===== src/rtl/i2s_tdm_deser.sv =====
// I2S / TDM slave receiver: resynchronises sclk/ws/data into the clk domain,
// deserialises NUM_CH slots per frame and presents one packed frame per vld
// pulse. Frame length is checked on every ws fall (frm_err) and a lock flag
// tracks whether the receiver is following the frame structure.
module i2s_tdm_deser #(
    parameter int DATA_W = 24,
    parameter int SLOT_W = 32,
    parameter int NUM_CH = 2,
    parameter int DELAY  = 1
) (
    input  logic                     clk,
    input  logic                     rst_n,
    input  logic                     I2S_sclk,
    input  logic                     I2S_ws,
    input  logic                     I2S_data,
    output logic [NUM_CH*DATA_W-1:0] chnnl_data,
    output logic                     vld,
    output logic                     frm_err,
    output logic                     locked
);

    localparam int FRAME_LEN = NUM_CH * SLOT_W;
    localparam int KW        = $clog2(FRAME_LEN + 1);
    localparam int PW        = (SLOT_W > 1) ? $clog2(SLOT_W) : 1;
    localparam int SW        = $clog2(NUM_CH + 1);

    localparam logic [KW-1:0] K_LAST     = KW'(FRAME_LEN - 1);
    localparam logic [PW-1:0] POS_LAST   = PW'(SLOT_W - 1);
    localparam logic [PW-1:0] POS_FIRST  = PW'(DELAY);
    localparam logic [PW-1:0] POS_DLAST  = PW'(DELAY + DATA_W - 1);
    localparam logic [SW-1:0] SLOT_LAST  = SW'(NUM_CH - 1);
    localparam logic [SW-1:0] SLOT_END   = SW'(NUM_CH);

    if (SLOT_W < DATA_W + DELAY) begin : g_param_check
        $error("i2s_tdm_deser: SLOT_W must be >= DATA_W + DELAY");
    end

    typedef enum logic {SYNC, RUN} state_t;

    state_t                   state;
    logic                     sclk_s1, sclk_s2, sclk_s3;
    logic                     ws_s1, ws_s2;
    logic                     data_s1, data_s2;
    logic                     ws_prev;
    logic                     rise, ws_fall;
    logic [KW-1:0]            k;
    logic [PW-1:0]            pos, i_pos;
    logic [SW-1:0]            slot, i_slot;
    logic                     past_delay, in_data, last_bit, capture;
    logic                     pend;
    logic [NUM_CH*DATA_W-1:0] shreg;

    // Bring the async serial lines into the clk domain (sclk gets an extra flop for edge detect)
    always_ff @(posedge clk) begin
        if (!rst_n) begin
            sclk_s1 <= 1'b0;
            sclk_s2 <= 1'b0;
            sclk_s3 <= 1'b0;
            ws_s1   <= 1'b0;
            ws_s2   <= 1'b0;
            data_s1 <= 1'b0;
            data_s2 <= 1'b0;
        end else begin
            sclk_s1 <= I2S_sclk;
            sclk_s2 <= sclk_s1;
            sclk_s3 <= sclk_s2;
            ws_s1   <= I2S_ws;
            ws_s2   <= ws_s1;
            data_s1 <= I2S_data;
            data_s2 <= data_s1;
        end
    end

    // sclk rising-edge strobe and frame-start detection
    always_comb begin
        rise    = sclk_s2 & ~sclk_s3;
        ws_fall = rise & ~ws_s2 & ws_prev;
    end

    // Slot position of the current rise; a ws fall is always position 0 of slot 0
    always_comb begin
        if (ws_fall) begin
            i_pos  = '0;
            i_slot = '0;
        end else if (pos == POS_LAST) begin
            i_pos  = '0;
            i_slot = slot + 1'b1;
        end else begin
            i_pos  = pos + 1'b1;
            i_slot = slot;
        end
    end

    if (DELAY == 0) begin : g_no_delay
        // With no delay every position from 0 onwards can carry data
        always_comb past_delay = 1'b1;
    end else begin : g_delay
        // Skip the leading delay bits of each slot
        always_comb past_delay = (i_pos >= POS_FIRST);
    end

    // Decide whether this rise carries a data bit, and whether it closes the frame
    always_comb begin
        in_data  = past_delay && (i_pos <= POS_DLAST) && (i_slot != SLOT_END);
        last_bit = in_data && (i_slot == SLOT_LAST) && (i_pos == POS_DLAST);
        capture  = rise && in_data && ((state == RUN) || ws_fall);
    end

    // Frame FSM, bit capture and registered outputs
    always_ff @(posedge clk) begin
        if (!rst_n) begin
            state      <= SYNC;
            k          <= '0;
            pos        <= '0;
            slot       <= '0;
            ws_prev    <= 1'b0;
            shreg      <= '0;
            pend       <= 1'b0;
            chnnl_data <= '0;
            vld        <= 1'b0;
            frm_err    <= 1'b0;
            locked     <= 1'b0;
        end else begin
            vld     <= 1'b0;
            frm_err <= 1'b0;
            pend    <= 1'b0;
            if (pend) begin
                chnnl_data <= shreg;
                vld        <= 1'b1;
            end
            if (rise) begin
                ws_prev <= ws_s2;
                case (state)
                    SYNC: begin
                        if (ws_fall) begin
                            state  <= RUN;
                            locked <= 1'b1;
                            k      <= '0;
                            pos    <= i_pos;
                            slot   <= i_slot;
                        end
                    end
                    RUN: begin
                        if (ws_fall) begin
                            // restarting the counters drops any partial frame
                            frm_err <= (k != K_LAST);
                            k       <= '0;
                            pos     <= i_pos;
                            slot    <= i_slot;
                        end else if (k == K_LAST) begin
                            frm_err <= 1'b1;
                            locked  <= 1'b0;
                            state   <= SYNC;
                        end else begin
                            k    <= k + 1'b1;
                            pos  <= i_pos;
                            slot <= i_slot;
                        end
                    end
                    default: state <= SYNC;
                endcase
            end
            if (capture) begin
                for (int unsigned c = 0; c < NUM_CH; c++) begin
                    if (i_slot == SW'(c)) begin
                        shreg[c*DATA_W +: DATA_W] <= (shreg[c*DATA_W +: DATA_W] << 1) | DATA_W'(data_s2);
                    end
                end
                if (last_bit) begin
                    pend <= 1'b1;
                end
            end
        end
    end

endmodule


===== config.mk =====
export PLATFORM = sky130hd
export DESIGN_NAME = i2s_tdm_deser
export DESIGN_NICKNAME = d
export VERILOG_FILES = /design/src/rtl/i2s_tdm_deser.sv
export SDC_FILE = /design/constraint.sdc
export NUM_CORES = 1
export LEC_CHECK = 0
export CORE_MARGIN = 5
export CORE_UTILIZATION = 55
export CTS_BUF_LIST = sky130_fd_sc_hd__clkbuf_4 sky130_fd_sc_hd__clkbuf_8
export CTS_CLUSTER_DIAMETER = 100
export DETAILED_ROUTE_END_ITERATION = 12
export HOLD_SLACK_MARGIN = 0.06
export PLACE_DENSITY = 0.79
export SLEW_MARGIN = 40
export SYNTH_ARGS = -nofsm -noshare
export SYNTH_HDL_FRONTEND = slang
export SYNTH_SLANG_ARGS = --single-unit
export TNS_END_PERCENT = 100

===== constraint.sdc =====
create_clock -name clk -period 5.7 [get_ports clk]
set_input_delay 0.855 -clock clk [delete_from_list [all_inputs] [get_ports clk]]
set_output_delay 0.855 -clock clk [all_outputs]
set_load 0.02 [all_outputs]

======== Word-level counts from Yosys, hierarchy flattened ========
Index checks and enable logic that the tools add are counted.
operators by class
  add/subtract/negate cells ............... 3
  $lt $le $gt $ge ......................... 2
  equal/unequal tests ..................... 10
  multiplexer cells ....................... 28
  bitwise gates (word level) .............. 8
  reduce and logical (&&, ||, !) cells .... 14
operator list
  operator                                                           number
  OR 24 x 1 -> 24 bit                                                2
  two-way mux 5 bit                                                  5
  two-way mux 7 bit                                                  3
  one-hot mux 7 bit (2 select lines)                                 1
  == test 5 bit, second input constant                               2
  two-way mux 1 bit                                                  10
  two-way mux 2 bit                                                  5
  one-hot mux 5 bit (2 select lines)                                 1
  adder 7 x 1 -> 7 bit, second input constant                        1
  == test 7 x 6 -> 1 bit, second input constant                      1
  != test 7 x 6 -> 1 bit, second input constant                      1
  logical AND 1 bit                                                  6
  != test 2 bit, second input constant                               3
  AND reduction 2 bit                                                3
  AND reduction 3 bit                                                2
  adder 5 x 1 -> 5 bit, second input constant                        1
  greater-or-equal comparator 5 x 1 -> 1 bit, second input constant  1
  <= comparator 5 bit, second input constant                         1
  one-hot mux 1 bit (2 select lines)                                 2
  one-hot mux 2 bit (2 select lines)                                 1
  AND reduction 4 bit                                                1
  AND 1 bit                                                          3
  != test 3 bit, second input constant                               1
  inverter 1 bit                                                     3
  other kinds (5)                                                    5
storage, ports and cells
  register bits ........................... 123
  bits of input ports ..................... 5

======== Depth between registers and ports, before layout ========
Gate-level depths: netlist of the first run.
  depth after elaboration ................. 11
  depth in mapped cells ................... 9

======== Worst setup path before layout of the first run ========
Ideal clock, no wire load.
  kind .................................... register to register
  start point ............................. register pos[0]
  end point ............................... register shreg[0]
  library setup time ...................... 0.119 ns
  data arrival time ....................... 2.116 ns
  data required time ...................... 5.581 ns
  path slack .............................. 3.465 ns
  cell stages (with the launch flop) ...... 10
  path buffers ............................ 2
  cells stage by stage .................... dfxtp_1 -> ha_1 -> and3_2 -> ha_1 -> bufbuf_8 -> or3_2 -> nand2_4 -> a22oi_4 -> buf_12 -> mux2i_1
on the way
  cells in the longest elaborated chain, start to end .. 9
RTL lines
  element                                                                                   line     source
  from (decl)                                                                               47       logic [PW-1:0] pos, i_pos;
  from (signal assigned)                                                                    139      pos <= i_pos;
  from (signal assigned)                                                                    148      pos <= i_pos;
  from (signal assigned)                                                                    156      pos <= i_pos;
  adder 5 x 1 -> 5 bit / == test 5 bit (equally long branches)                              89, 85
  two-way mux 5 bit                                                                         85       end else if (pos == POS_LAST) begin
  two-way mux 5 bit                                                                         82       if (ws_fall) begin
  greater-or-equal comparator 5 x 1 -> 1 bit / <= comparator 5 bit (equally long branches)  99, 104
  logical AND 1 bit (2 in a row)                                                            104      in_data = past_delay && (i_pos <= POS_DLAST) && (i_slot != SLOT_END);
  logical AND 1 bit (2 in a row)                                                            106      capture = rise && in_data && ((state == RUN) || ws_fall);
  AND reduction 2 bit (no line) *                                                           n/a
  to (signal, indexed assignment)                                                           166      shreg[c*DATA_W +: DATA_W] <= (shreg[c*DATA_W +: DATA_W] << 1) | DATA_W'(data_s2);
  to (decl)                                                                                 51       logic [NUM_CH*DATA_W-1:0] shreg;
Mark *: on every way between the ends. The rest lies on a longest branch, timed or not.
A chain may end at the register's enable or synchronous reset.

======== Final worst setup path of the first run ========
  start point ............................. register pos[0]
  end point ............................... register shreg[3]
Same word-level chain as after synthesis.

==> flow_summary.yaml, run 1 <==
synthesis:
  synth_area_leaders: "dfxtp_1, mux2i_1, nor2b_1, nand2_1, nor2_1"
  synth_seq_cells: 123
  synth_cells: 444
  synth_most_common_cell: "dfxtp_1"
  async_flop_share_pct: 0
  synth.yosys.seq_area_share_pct: 51.26
  synthesis.area_um2: 4803
  yosysWarnings: 0
  syn-num-nets: 453
  synth_area_per_cell_um2: 10.82
  synth_top_area_cell: "dfxtp_1"
  synth_common_cells: "dfxtp_1, mux2i_1, nand2_1"
  synthDistinctLibCells: 45
  synth.top_cell.area_share_pct: 51.26
  synth_edf_count: 0
  synth_ff_type: "dfxtp_1"
setup_path:
  cp_max_fo: 13
  end_kind: "register"
  cp_data_arrival_time_ps: 2980
  crit_start: "pos[0]"
  crit_path_start_kind: "register"
  critPathTopFamily: "adder cells"
  slowest_stage: "a22oi_4"
  path_class: "register to register"
  crit_required_ps: 6040
  r2r_cells: 9
  rr_startpoint: "pos[0]"
  r2r-end: "shreg[3]"
  cp_num_buf_inv: 1
  path_cells: "ha_1 > and3_2 > ha_1 > nor2b_1 > mux2_4 > a21oi_4 > a22oi_4 > buf_8 > mux2i_1"
  regToRegSetupSlack_ps: 3070
  critPathMaxStageDelay_ps: 450
  crit_top_cell: "ha_1"
sta:
  fin_crit_sh_pct: 46.22
  min_period_ps: 2635
  slew_headroom_pct: 44.71
  holdWs_ps: 446.9
  drv_slew: 0
  hold_viol_final: 0
  worst_pin_slew_ps: 829.4
  setup_viol: 0
  clock_skew_ps: 12.24
  max_freq_mhz: 379.6
  rsz0062_at_grt: "no"
  setup-tns-final_ps: 0
  worst_slack_ps: 3065
pwr:
  switching_share_pct: 21.19
  ir_drop_mv: 0.1577
  p_clk_share_pct: 46.7
  intPower_mw: 1.308
  power_density_nw_per_um2: 288.0
  power.switching_uw: 351.8
  seq_power_share_pct: 51.9
  combPwrFrac_pct: 1.3
  leakagePower_nw: 2.253
global_route:
  grt_max_degree: 60
  grt_usage_pct: 16.55
  grt-ovfl-total: 0
  antenna_found_initial: 0
  grt_pass1_wl_um: 13790
  grt_pass1_vias: 3020
route:
  drt_iter0_markers: 71
  antenna_left: 0
  post-route-drc-count: 0
  vias_per_cell: 5.016
  num_vias: 3100
  wl_per_cell_um: 13.22
  firstDrtPassIters: 4
  drt-total-wl_um: 8172
clock_tree:
  cts-hold-fix-buffers: 0
  post_cts_buffers: 0
  cts_num_sinks: 123
  cts_buffer_depth: 2
  cts_tree: "built"
  cts-buffers-inserted: 17
  clk_latency_ps: 420
  cts_resized: 0
  clk_pin_slew_ps: 70
  clock-root-buffer: "clkbuf_8"
  htree_levels: 4
run:
  max_cap_violations: 0
final_layout:
  syn2layout_area_growth_pct: 20.01
  num_antenna_cells: 0
  fillers: 662
  finalNetCount: 506
  drive_gt1_share_pct: 10.20
  multi_input_area_um2: 2143
  seqCellArea_um2: 2464
floorplanning:
  fp.dieW_um: 103.5
  io-pin-count: 56
  start_util_pct: 55.62
  core_um2: 8636
  fp.dieArea_um2: 10700
  die_height_um: 103.5
  rows: 34
placement:
  portBuffers: 55
  dp_hpwl_um: 5449
  pre_cts_slack_ps: 3070
  globalplace.congestion: 0.7252
outcome:
  status: "finished clean"
worst_hold_path:
  hold_path.class: "register to register"
  min_path_cells: 1
  min-delay-start: "sclk_s1"
  holdPathEnd: "sclk_s2"
[per-layer routing]
layer  up-vias  track usage (%)  part of all wire, %
met5         -                0                    0
li1       1607                -                    -
met1      1420            21.62                   47
met3        14            4.896                  4.6
met4         0            7.271                  1.5
met2        59            25.44                   46
[flip-flops by register name, summed over array words and instances, names as in the netlist]
register / count
chnnl_data: 48
data_s1: 1
data_s2: 1
frm_err: 1
k: 7
locked: 1
pend: 1
pos: 5
sclk_s1: 1
sclk_s2: 1
sclk_s3: 1
shreg: 48
slot: 2
state: 1
vld: 1
ws_prev: 1
ws_s1: 1
ws_s2: 1
[layout make-up]
class	instances	share of cell area, %
sequential	123	42.74
clock buffer	18	4.189
tap	108	2.344
inverter	1	0.06512
multi-input combinational	295	37.18
clock inverter	14	2.974
timing repair buffer	59	10.51
[layout by cell type, fill, tap and decap left out, types with 2 or more instances in the layout]
cell type,Yosys,final
a21boi_1,2,2
a21oi_1,6,6
and2_1,8,8
buf_4,0,3
bufinv_16,0,3
clkbuf_8,2,17
clkdlybuf4s50_1,0,54
clkinv_2,0,3
clkinv_4,0,4
clkinvlp_4,0,3
dfxtp_1,123,122
ha_1,4,4
mux2i_1,96,96
nand2_1,65,65
nand2b_1,2,2
nand3_1,7,7
nand4_1,2,2
nor2_1,15,15
nor2b_1,50,50
nor3_1,5,5
nor3b_1,2,2
o21ai_0,2,2
xnor2_1,3,3
xor2_1,6,6
[cell families after synthesis]
group	count (synthesis)	synth area share, %
AND/OR/NAND/NOR	167	18.26
flip-flops	123	51.26
multiplexers	97	20.32
buffers and inverters	26	4.116
AO/OA/AOI/OAI	18	3.360
XOR/XNOR	9	1.641
adder cells (fa/ha/maj)	4	1.042
[per-stage QoR]
step | power [mW] | area [µm²] | std cells | util [%]
after CTS | 1.678 | 5762 | 618 | 66.72
after floorplan | 0.9009 | 4803 | 444 | -
final | 1.660 | 5764 | 618 | 66.75
after detailed placement | 0.9042 | 5349 | 586 | 61.94
after global routing | 1.721 | 5764 | 618 | 66.75
after global placement | 0.9035 | 5306 | 584 | 61.45
[power groups by stage]
stage | registers [mW] | logic (mW) | clock network [mW]
after floorplan | 0.882 | 0.0194 | 0
after global placement | 0.882 | 0.0219 | 0
after detailed placement | 0.882 | 0.0225 | 0
after CTS | 0.862 | 0.0223 | 0.794
after global routing | 0.862 | 0.0243 | 0.835
final | 0.862 | 0.0221 | 0.776
[how the worst max path moves through the flow]
stage / endpoint / cells past startpoint
finish: shreg[3] / 9
global route: shreg[0] / 9
CTS: shreg[3] / 9
detailed placement: shreg[5] / 9
global placement: pend / 8
floorplan: shreg[0] / 9
No activity file was read; power rests on OpenSTA's default activity.
==> run 2, diff against run 1 <==
==> constraint.sdc (replaced) <==
create_clock -name clk -period 2.7 [get_ports clk]
set_input_delay 0.405 -clock clk [delete_from_list [all_inputs] [get_ports clk]]
set_output_delay 0.405 -clock clk [all_outputs]
set_load 0.02 [all_outputs]
==> run 2 against run 1 <==
Net effect:
- sequential power grew 110%
- count of clock-buffer cells in the layout grew 5
- maximum frequency increased by 4.5%
- final cell count unchanged
- worst hold slack worse by 15 ps
- critical endpoint is now shreg[16]
- total power is 110% higher
- sequential cell count stayed put
- highest routed layer unchanged
- cell area up 0.74%
- critical path depth stayed put
- setup slack got worse by 2900 ps
- register-to-register slack worse by 2900 ps
==> flow_summary.yaml, run 2 (synthesis results as in run 1) <==
setup_path:
  crit_required_ps: 3030
  r2r-end: "shreg[16]"
  cp_max_fo: 13
  cp_data_arrival_time_ps: 2860
  path_class: "register to register"
  regToRegSetupSlack_ps: 180
  r2r_cells: 9
  cp_num_buf_inv: 1
  path_cells: "ha_1 > and3_2 > ha_1 > nor2b_1 > mux2_4 > a21oi_4 > a22oi_4 > buf_8 > mux2i_1"
  end_kind: "register"
  crit_top_cell: "ha_1"
  critPathTopFamily: "compound AO/OA/AOI/OAI gates"
  critPathMaxStageDelay_ps: 510
  crit_path_start_kind: "register"
  slowest_stage: "a22oi_4"
  rr_startpoint: "pos[0]"
clock_tree:
  clock-root-buffer: "clkbuf_8"
  htree_levels: 4
  post_cts_buffers: 0
  cts_tree: "built"
  clk_latency_ps: 400
  clk_pin_slew_ps: 70
  cts_num_sinks: 123
  cts_resized: 0
  cts-buffers-inserted: 17
  cts-hold-fix-buffers: 0
  cts_buffer_depth: 2
floorplanning:
  die_height_um: 103.5
  start_util_pct: 55.62
  rows: 34
  fp.dieW_um: 103.5
  fp.dieArea_um2: 10700
  core_um2: 8636
  io-pin-count: 56
sta:
  setup-tns-final_ps: 0
  slew_headroom_pct: 51.92
  clock_skew_ps: 7.675
  max_freq_mhz: 396.7
  hold_viol_final: 0
  fin_crit_sh_pct: 93.37
  worst_pin_slew_ps: 721.2
  rsz0062_at_grt: "no"
  setup_viol: 0
  worst_slack_ps: 179.0
  drv_slew: 0
  min_period_ps: 2521
final_layout:
  final_cell_mix: "dfxtp_1, mux2i_1, nand2_1, clkdlybuf4s50_1, nor2b_1"
  top_regs: "chnnl_data x48, shreg x48, k x7"
  finalNetCount: 508
  num_antenna_cells: 0
  final_util_pct: 67.24
  drive_gt1_share_pct: 10.20
  final_common_cell: "dfxtp_1"
  syn2layout_area_growth_pct: 20.89
run:
  max_cap_violations: 0
route:
  num_vias: 3131
  vias_per_cell: 5.066
  drt_iter0_markers: 116
  drt-total-wl_um: 8345
  post-route-drc-count: 0
  firstDrtPassIters: 4
  antenna_left: 0
  wl_per_cell_um: 13.50
placement:
  pre_cts_slack_ps: 188.6
  globalplace.congestion: 0.7872
  dp_hpwl_um: 5461
  portBuffers: 55
worst_hold_path:
  min_path_cells: 1
  holdPathEnd: "data_s2"
  hold_path.class: "register to register"
  min-delay-start: "data_s1"
global_route:
  grt_pass1_wl_um: 14340
  grt_pass1_vias: 3146
  grt-ovfl-total: 0
  antenna_found_initial: 0
  grt_usage_pct: 17.06
  grt_max_degree: 110
pwr:
  ir_drop_mv: 0.3950
  power_mw: 3.543
  leakagePower_nw: 2.286
  power_density_nw_per_um2: 610.2
outcome:
  status: "finished clean"
[run 2: cell types whose count changed in the layout (fill, tap and decap cells not counted), sizes merged]
cell / before / now
buf: 5 / 7
clkbuf: 18 / 23
clkinv: 7 / 4
clkinvlp: 3 / 0
inv: 2 / 1
[run 2: cell type report]
class | instances | area, µm²
clock buffers | 23 | 304.0
multi-input cells | 295 | 2143
clock inverters | 7 | 113.9
fillers | 644 | 2829
flip-flops and latches | 123 | 2464
well taps | 108 | 135.1
inverters | 1 | 3.754
repair buffers | 61 | 643.1
[run 2: worst register-to-register path, delay by kind of cell (launching register included)]
| kind | cells | cell delay, ps |
|---|---|---|
| AOI/OAI and AO/OA | 2 | 580 |
| muxes | 2 | 380 |
| and+or+nand+nor | 2 | 380 |
| DFF | 1 | 350 |
| buffers and inverters | 1 | 250 |
| adders and majority gates | 2 | 520 |
[run 2: metrics by stage]
stage               std cells  instance area, µm²  hold WS (ps)
floorplan                 444                4803         411.9
global placement          586                5346         414.8
detailed placement        588                5389         419.0
CTS                       618                5807         433.6
global route              618                5807         458.2
finish                    618                5807         432.1
[run 2: worst max path at each step]
| stage | to | cells after the start | startpoint | slack (ps) |
|---|---|---|---|---|
| final | shreg[16] | 9 | pos[0] | 180 |
| after global routing | shreg[16] | 9 | pos[0] | 8 |
| after CTS | shreg[13] | 9 | pos[0] | 160 |
| after detailed placement | shreg[16] | 9 | pos[0] | 190 |
| after global placement | pend | 8 | pos[0] | 150 |
| after floorplan | shreg[10] | 9 | pos[0] | 470 |
[run 2: power breakdown]
part	internal, mW	switching (mW)	total (mW)
logic	0.0210	0.0274	0.0484
registers	1.82	0.00185	1.82
clock network	1.02	0.654	1.67
total	2.86	0.683	3.54
[run 2: per-layer routing]
| layer | GRT usage [%] | vias to the layer above | routed length, µm |
|---|---|---|---|
| li1 | - | 1604 | - |
| met1 | 20.97 | 1463 | 3846 |
| met2 | 27.55 | 60 | 4024 |
| met3 | 5.768 | 4 | 414 |
| met4 | 6.773 | 0 | 60 |
| met5 | 0 | - | 0 |
==> run 3, diff against run 2 <==
--- a/config.mk
+++ b/config.mk
@@ -8,7 +8,7 @@
 export CORE_MARGIN = 5
 export CORE_UTILIZATION = 55
 export CTS_BUF_LIST = sky130_fd_sc_hd__clkbuf_4 sky130_fd_sc_hd__clkbuf_8
-export CTS_CLUSTER_DIAMETER = 100
+export CTS_CLUSTER_DIAMETER = 80
 export DETAILED_ROUTE_END_ITERATION = 12
 export HOLD_SLACK_MARGIN = 0.06
 export PLACE_DENSITY = 0.79
==> results of run 3 <==
No change in the layout: final DEF, timing and power equal those of run 2.
==> variant 1, RTL diff (config.mk and constraints of run 2) <==
Change the parameter `NUM_CH` from 2 to 1.
--- a/src/rtl/i2s_tdm_deser.sv
+++ b/src/rtl/i2s_tdm_deser.sv
@@ -5,7 +5,7 @@
 module i2s_tdm_deser #(
     parameter int DATA_W = 24,
     parameter int SLOT_W = 32,
-    parameter int NUM_CH = 2,
+    parameter int NUM_CH = 1,
     parameter int DELAY  = 1
 ) (
     input  logic                     clk,
Interface: changed (resized chnnl_data); port bits go from 56 to 32. No check against the original RTL was run, so the function may have changed too.
==> variant 1 against run 2 <==
Setup slack improved by 89 ps; final area decreased by 41%; synthesized cell count shrank 39%; count of clock-buffer cells in the layout shrank 13; power shrank 42%; utilization increased by 0.34 points; cell count fell by 39%; sequential cell count fell by 50; synthesized area shrank 41%; wire length down 44%; clock skew barely moved; critical path type unchanged.
==> variant 1: results (changes against run 2) <==
[route]
drt_pass1_iterations = 4  ; unchanged
wl_met3_um = 211  ; -49%
drt-initial-drc-count = 113  ; -2.6%
top_layer_used = met4
drt_wl_total_um = 4674  ; -44%
viasPerCell = 5.056  ; -0.21%
wl_met2_um = 2023  ; -50%
wl_met1_um = 2336  ; -39%

[clock_network]
insertion_delay_ps = 340  ; -60 ps
cts_root_buf = clkbuf_8
h-tree-depth = 3  ; -1
cts_buffers = 9  ; -8
cts.path.max_buffers = 2  ; unchanged
cts_setup_buffers = 0  ; unchanged
cts.clk_slew.worst_paths_ps = 70  ; about the same
post_cts_resized = 0  ; unchanged

[place]
gp_congestion = 0.8332  ; +5.8%
portBuffers = 31  ; -44%
dp_hpwl_um = 3140  ; -42%

[pwr]
p_leak_nw = 1.141  ; -50%
peakVddDrop_mv = 0.4273  ; +8.2%

[sta]
report.final.slew_viol_count = 0  ; unchanged
worst_slew_pin_slew_ps = 813.4  ; +92.22 ps
fin_skew_ps = 7.923  ; +0.2486 ps

[worst_setup_path]
slowest_delay_ps = 430  ; -80 ps
crit_family = adder cells
slowest_stage = dfxtp_1
worst_r2r_path_depth = 9  ; unchanged
crit_fanout = 24  ; +11
critPathArrivalTime_ps = 2700  ; -160 ps

[synth]
ys_async_sr_fraction = 0  ; unchanged
syn_nets = 281  ; -38%
ys_types = 31  ; -31%
synth_ff_type = dfxtp_1
synthTopCellsByArea = dfxtp_1, mux2i_1, nor2b_1
ys_seq_area_frac = 0.5114  ; -0.001250
yosysWarningCount = 0  ; unchanged
yosys-top-cells-count = dfxtp_1, mux2i_1, nand2_1

[hold_path]
hold_depth = 1  ; unchanged
min_path_type = flop to flop

[global_routing]
grt_pass1_wl_um = 8142  ; -43%
antenna_found_initial = 0  ; unchanged
grt_max_degree = 62  ; -44%
first_global_vias = 1819  ; -42%
grt_usage = 0.1591  ; -0.01146

[cells_and_area]
drive_above_1_share = 0.09416  ; -0.007805
diodes = 0  ; unchanged
top_regs = chnnl_data: 24 flops, shreg: 24 flops, k: 6 flops
fillers = 400  ; -38%
nets = 312  ; -39%

[outcome]
status = completed

==> variant 1: kinds of logic (layout without fill, tap and decap cells) <==
logic type               count (synthesis)  after routing  synth area share
AO/OA/AOI/OAI                           17             17           0.04378
XOR/XNOR                                10             10           0.03065
adder cells (fa/ha/maj)                  4              4           0.01751
buffers and inverters                   19             55           0.03721
flip-flops                              73             73            0.5114
multiplexers                            50             50            0.1751
AND/OR/NAND/NOR                         99             99            0.1843
==> variant 1: final timing paths <==
| path | startpoint | to | slack, ps |
|---|---|---|---|
| setup / recovery | pos[0] | shreg[9] | 270 |
| hold / removal | sclk_s1 | sclk_s2 | 440 |
| hold reg to reg | sclk_s1 | sclk_s2 | 440 |
| setup reg to reg | pos[0] | shreg[9] | 270 |
==> variant 1: per-layer routing <==
layer,up-vias,global-route usage
li1,982,-
met1,877,0.2048
met2,43,0.2415
met3,9,0.04276
met4,0,0.08638
met5,-,0
==> variant 1: area by class of cell <==
cell class              count  area share
inverters                   4    0.004378
well taps                  70     0.02554
flip-flops and latches     73      0.4261
clock buffers              10     0.04013
multi-input cells         180      0.3761
repair buffers             35      0.1014
clock inverters             6     0.02627
==> variant 1: report_power, final <==
group          internal [mW]  switching (mW)  total, mW
Combinational         0.0149          0.0169     0.0318
Clock                  0.548           0.404      0.952
Sequential              1.08         0.00159       1.08
Total                   1.64           0.422       2.07
==> variant 1: stage by stage <==
step                      total power [mW]  std cells  hold WS, ps  setup WS, ps  area (um2)
after floorplan                      1.130        272        411.9         268.0        2858
after global placement               1.140        362        415.6         318.8        3202
after detailed placement             1.139        362        418.1         284.5        3202
after CTS                            2.090        378        438.1         270.1        3430
after global routing                 2.146        378        442.1         66.74        3430
final                                2.066        378        437.3         267.9        3430
==> variant 2, RTL diff (settings of run 2) <==
Without the edit above. Register the input `I2S_ws` before use, cleared by the reset. The logic sees it one clock later. The other inputs are not delayed to match.
--- a/src/rtl/i2s_tdm_deser.sv
+++ b/src/rtl/i2s_tdm_deser.sv
@@ -30,6 +30,16 @@
     localparam logic [PW-1:0] POS_DLAST  = PW'(DELAY + DATA_W - 1);
     localparam logic [SW-1:0] SLOT_LAST  = SW'(NUM_CH - 1);
     localparam logic [SW-1:0] SLOT_END   = SW'(NUM_CH);
+
+    logic I2S_ws_q;
+
+    always_ff @(posedge clk) begin
+        if (!rst_n) begin
+            I2S_ws_q <= '0;
+        end else begin
+            I2S_ws_q <= I2S_ws;
+        end
+    end
 
     if (SLOT_W < DATA_W + DELAY) begin : g_param_check
         $error("i2s_tdm_deser: SLOT_W must be >= DATA_W + DELAY");
@@ -64,7 +74,7 @@
             sclk_s1 <= I2S_sclk;
             sclk_s2 <= sclk_s1;
             sclk_s3 <= sclk_s2;
-            ws_s1   <= I2S_ws;
+            ws_s1   <= I2S_ws_q;
             ws_s2   <= ws_s1;
             data_s1 <= I2S_data;
             data_s2 <= data_s1;
Function: changed (a bounded check fails within 10 cycles, from zero or initial values and one cycle with rst_n low).
==> variant 2 against run 2 <==
Synthesized area rose by 2.9%; setup slack improved by 34 ps; largest cell class unchanged; wire length rose by 4.8%; global-route usage fell by 0.72 points; maximum frequency rose by 1.4%; combinational power rose by 14%; final area rose by 0.65%; count of clock-buffer cells in the layout fell by 3; non-clock buffer count rose by 3; critical path type unchanged; sequential share of layout area rose by 0.070 points; critical endpoint is now shreg[42]; critical path depth fell by 1; sequential cell count rose by 1; power fell by 4.6%; cell count rose by 2.9%.
==> variant 2: results (changes against run 2) <==
[outcome]
status = completed

[cells_and_area]
nets = 525  ; +3.3%
regArea_mm2 = 0.002484  ; +0.81%
nFlopsAndLatches = 124  ; +0.81%
finish.utilization = 0.6702  ; -0.002256
buffers = 64  ; +4.9%
multi_input_area_share = 0.3813  ; +0.01219
drive_above_1_share = 0.1004  ; -0.001582
n_clock_buffer = 20  ; -13%
bufAreaShareNonClock = 0.1070  ; -0.003709
fillers = 674  ; +4.7%
clk_share = 0.06230  ; -0.009668

[global_routing]
grt_pass1_wl_um = 14940  ; +4.2%
grt_max_degree = 68  ; -38%
met2_usage = 0.2662  ; -0.009303

[worst_setup_path]
r2r_setup_slack_ps = 210  ; +30 ps
worst_r2r_path_depth = 8  ; -1
rr_endpoint = shreg[42]
critPathArrivalTime_ps = 2830  ; -30 ps

[place]
placed_cells = 605  ; +2.9%
dp_hpwl_um = 5895  ; +7.9%
dpl_cell_area_mm2 = 0.005480  ; +1.7%
gp_congestion = 0.8160  ; +3.7%

[pwr]
peakVddDrop_mv = 0.3227  ; -18%
power_density_mw_per_mm2 = 578.2  ; -5.2%
p_comb_frac = 0.016  ; +0.002
power_report.internal_total_mw = 2.635  ; -7.9%
p_leak_nw = 2.121  ; -7.2%
p_clk_frac = 0.440  ; -0.032

[route]
wl_met1_um = 4180  ; +8.7%
wl_met2_um = 4117  ; +2.3%
drt-initial-drc-count = 114  ; -1.7%
wl_per_cell_um = 13.75  ; +1.8%
wl_met3_um = 376  ; -9.2%

[hold_path]
min_path_type = input port to flop

[synth]
syn_inst = 464  ; +4.5%
ys_types = 55  ; +22%
yosys-top-cells-count = dfxtp_1, mux2i_1, nand2_1
syn_nets = 473  ; +4.4%

[clock_network]
insertion_delay_ps = 420  ; +20 ps

[die]
die_x_um = 104.8  ; +1.3%

[sta]
fin_skew_ps = 8.802  ; +1.128 ps
worst_slew_pin_slew_ps = 739.4  ; +18.21 ps

[variant 2: worst max-delay path: stages (launching register included)]
cell,delay [ps]
dfxtp_1,360
ha_1,230
and3_2,210
ha_1,360
or3b_2,470
o22ai_1,140
a22o_1,200
buf_12,220
mux2i_1,220
[variant 2: logic make-up after synthesis]
| group | after synthesis | share of synthesized area |
|---|---|---|
| fa+ha+maj | 4 | 0.01012 |
| flops | 124 | 0.5022 |
| simple gates | 173 | 0.1850 |
| mux | 97 | 0.1964 |
| buf+inv | 33 | 0.04707 |
| xor+xnor | 7 | 0.01240 |
| compound gates | 26 | 0.04683 |
[variant 2: worst min path at each step]
stage | startpoint | endpoint | slack (ps) | depth (start not counted)
6_report | rst_n | state | 330 | 2
3_5_place_dp | ws_s1 | ws_s2 | 420 | 1
5_1_grt | rst_n | state | 350 | 2
3_3_place_gp | I2S_ws_q | ws_s1 | 410 | 1
2_1_floorplan | data_s1 | data_s2 | 410 | 1
4_1_cts | rst_n | state | 310 | 2
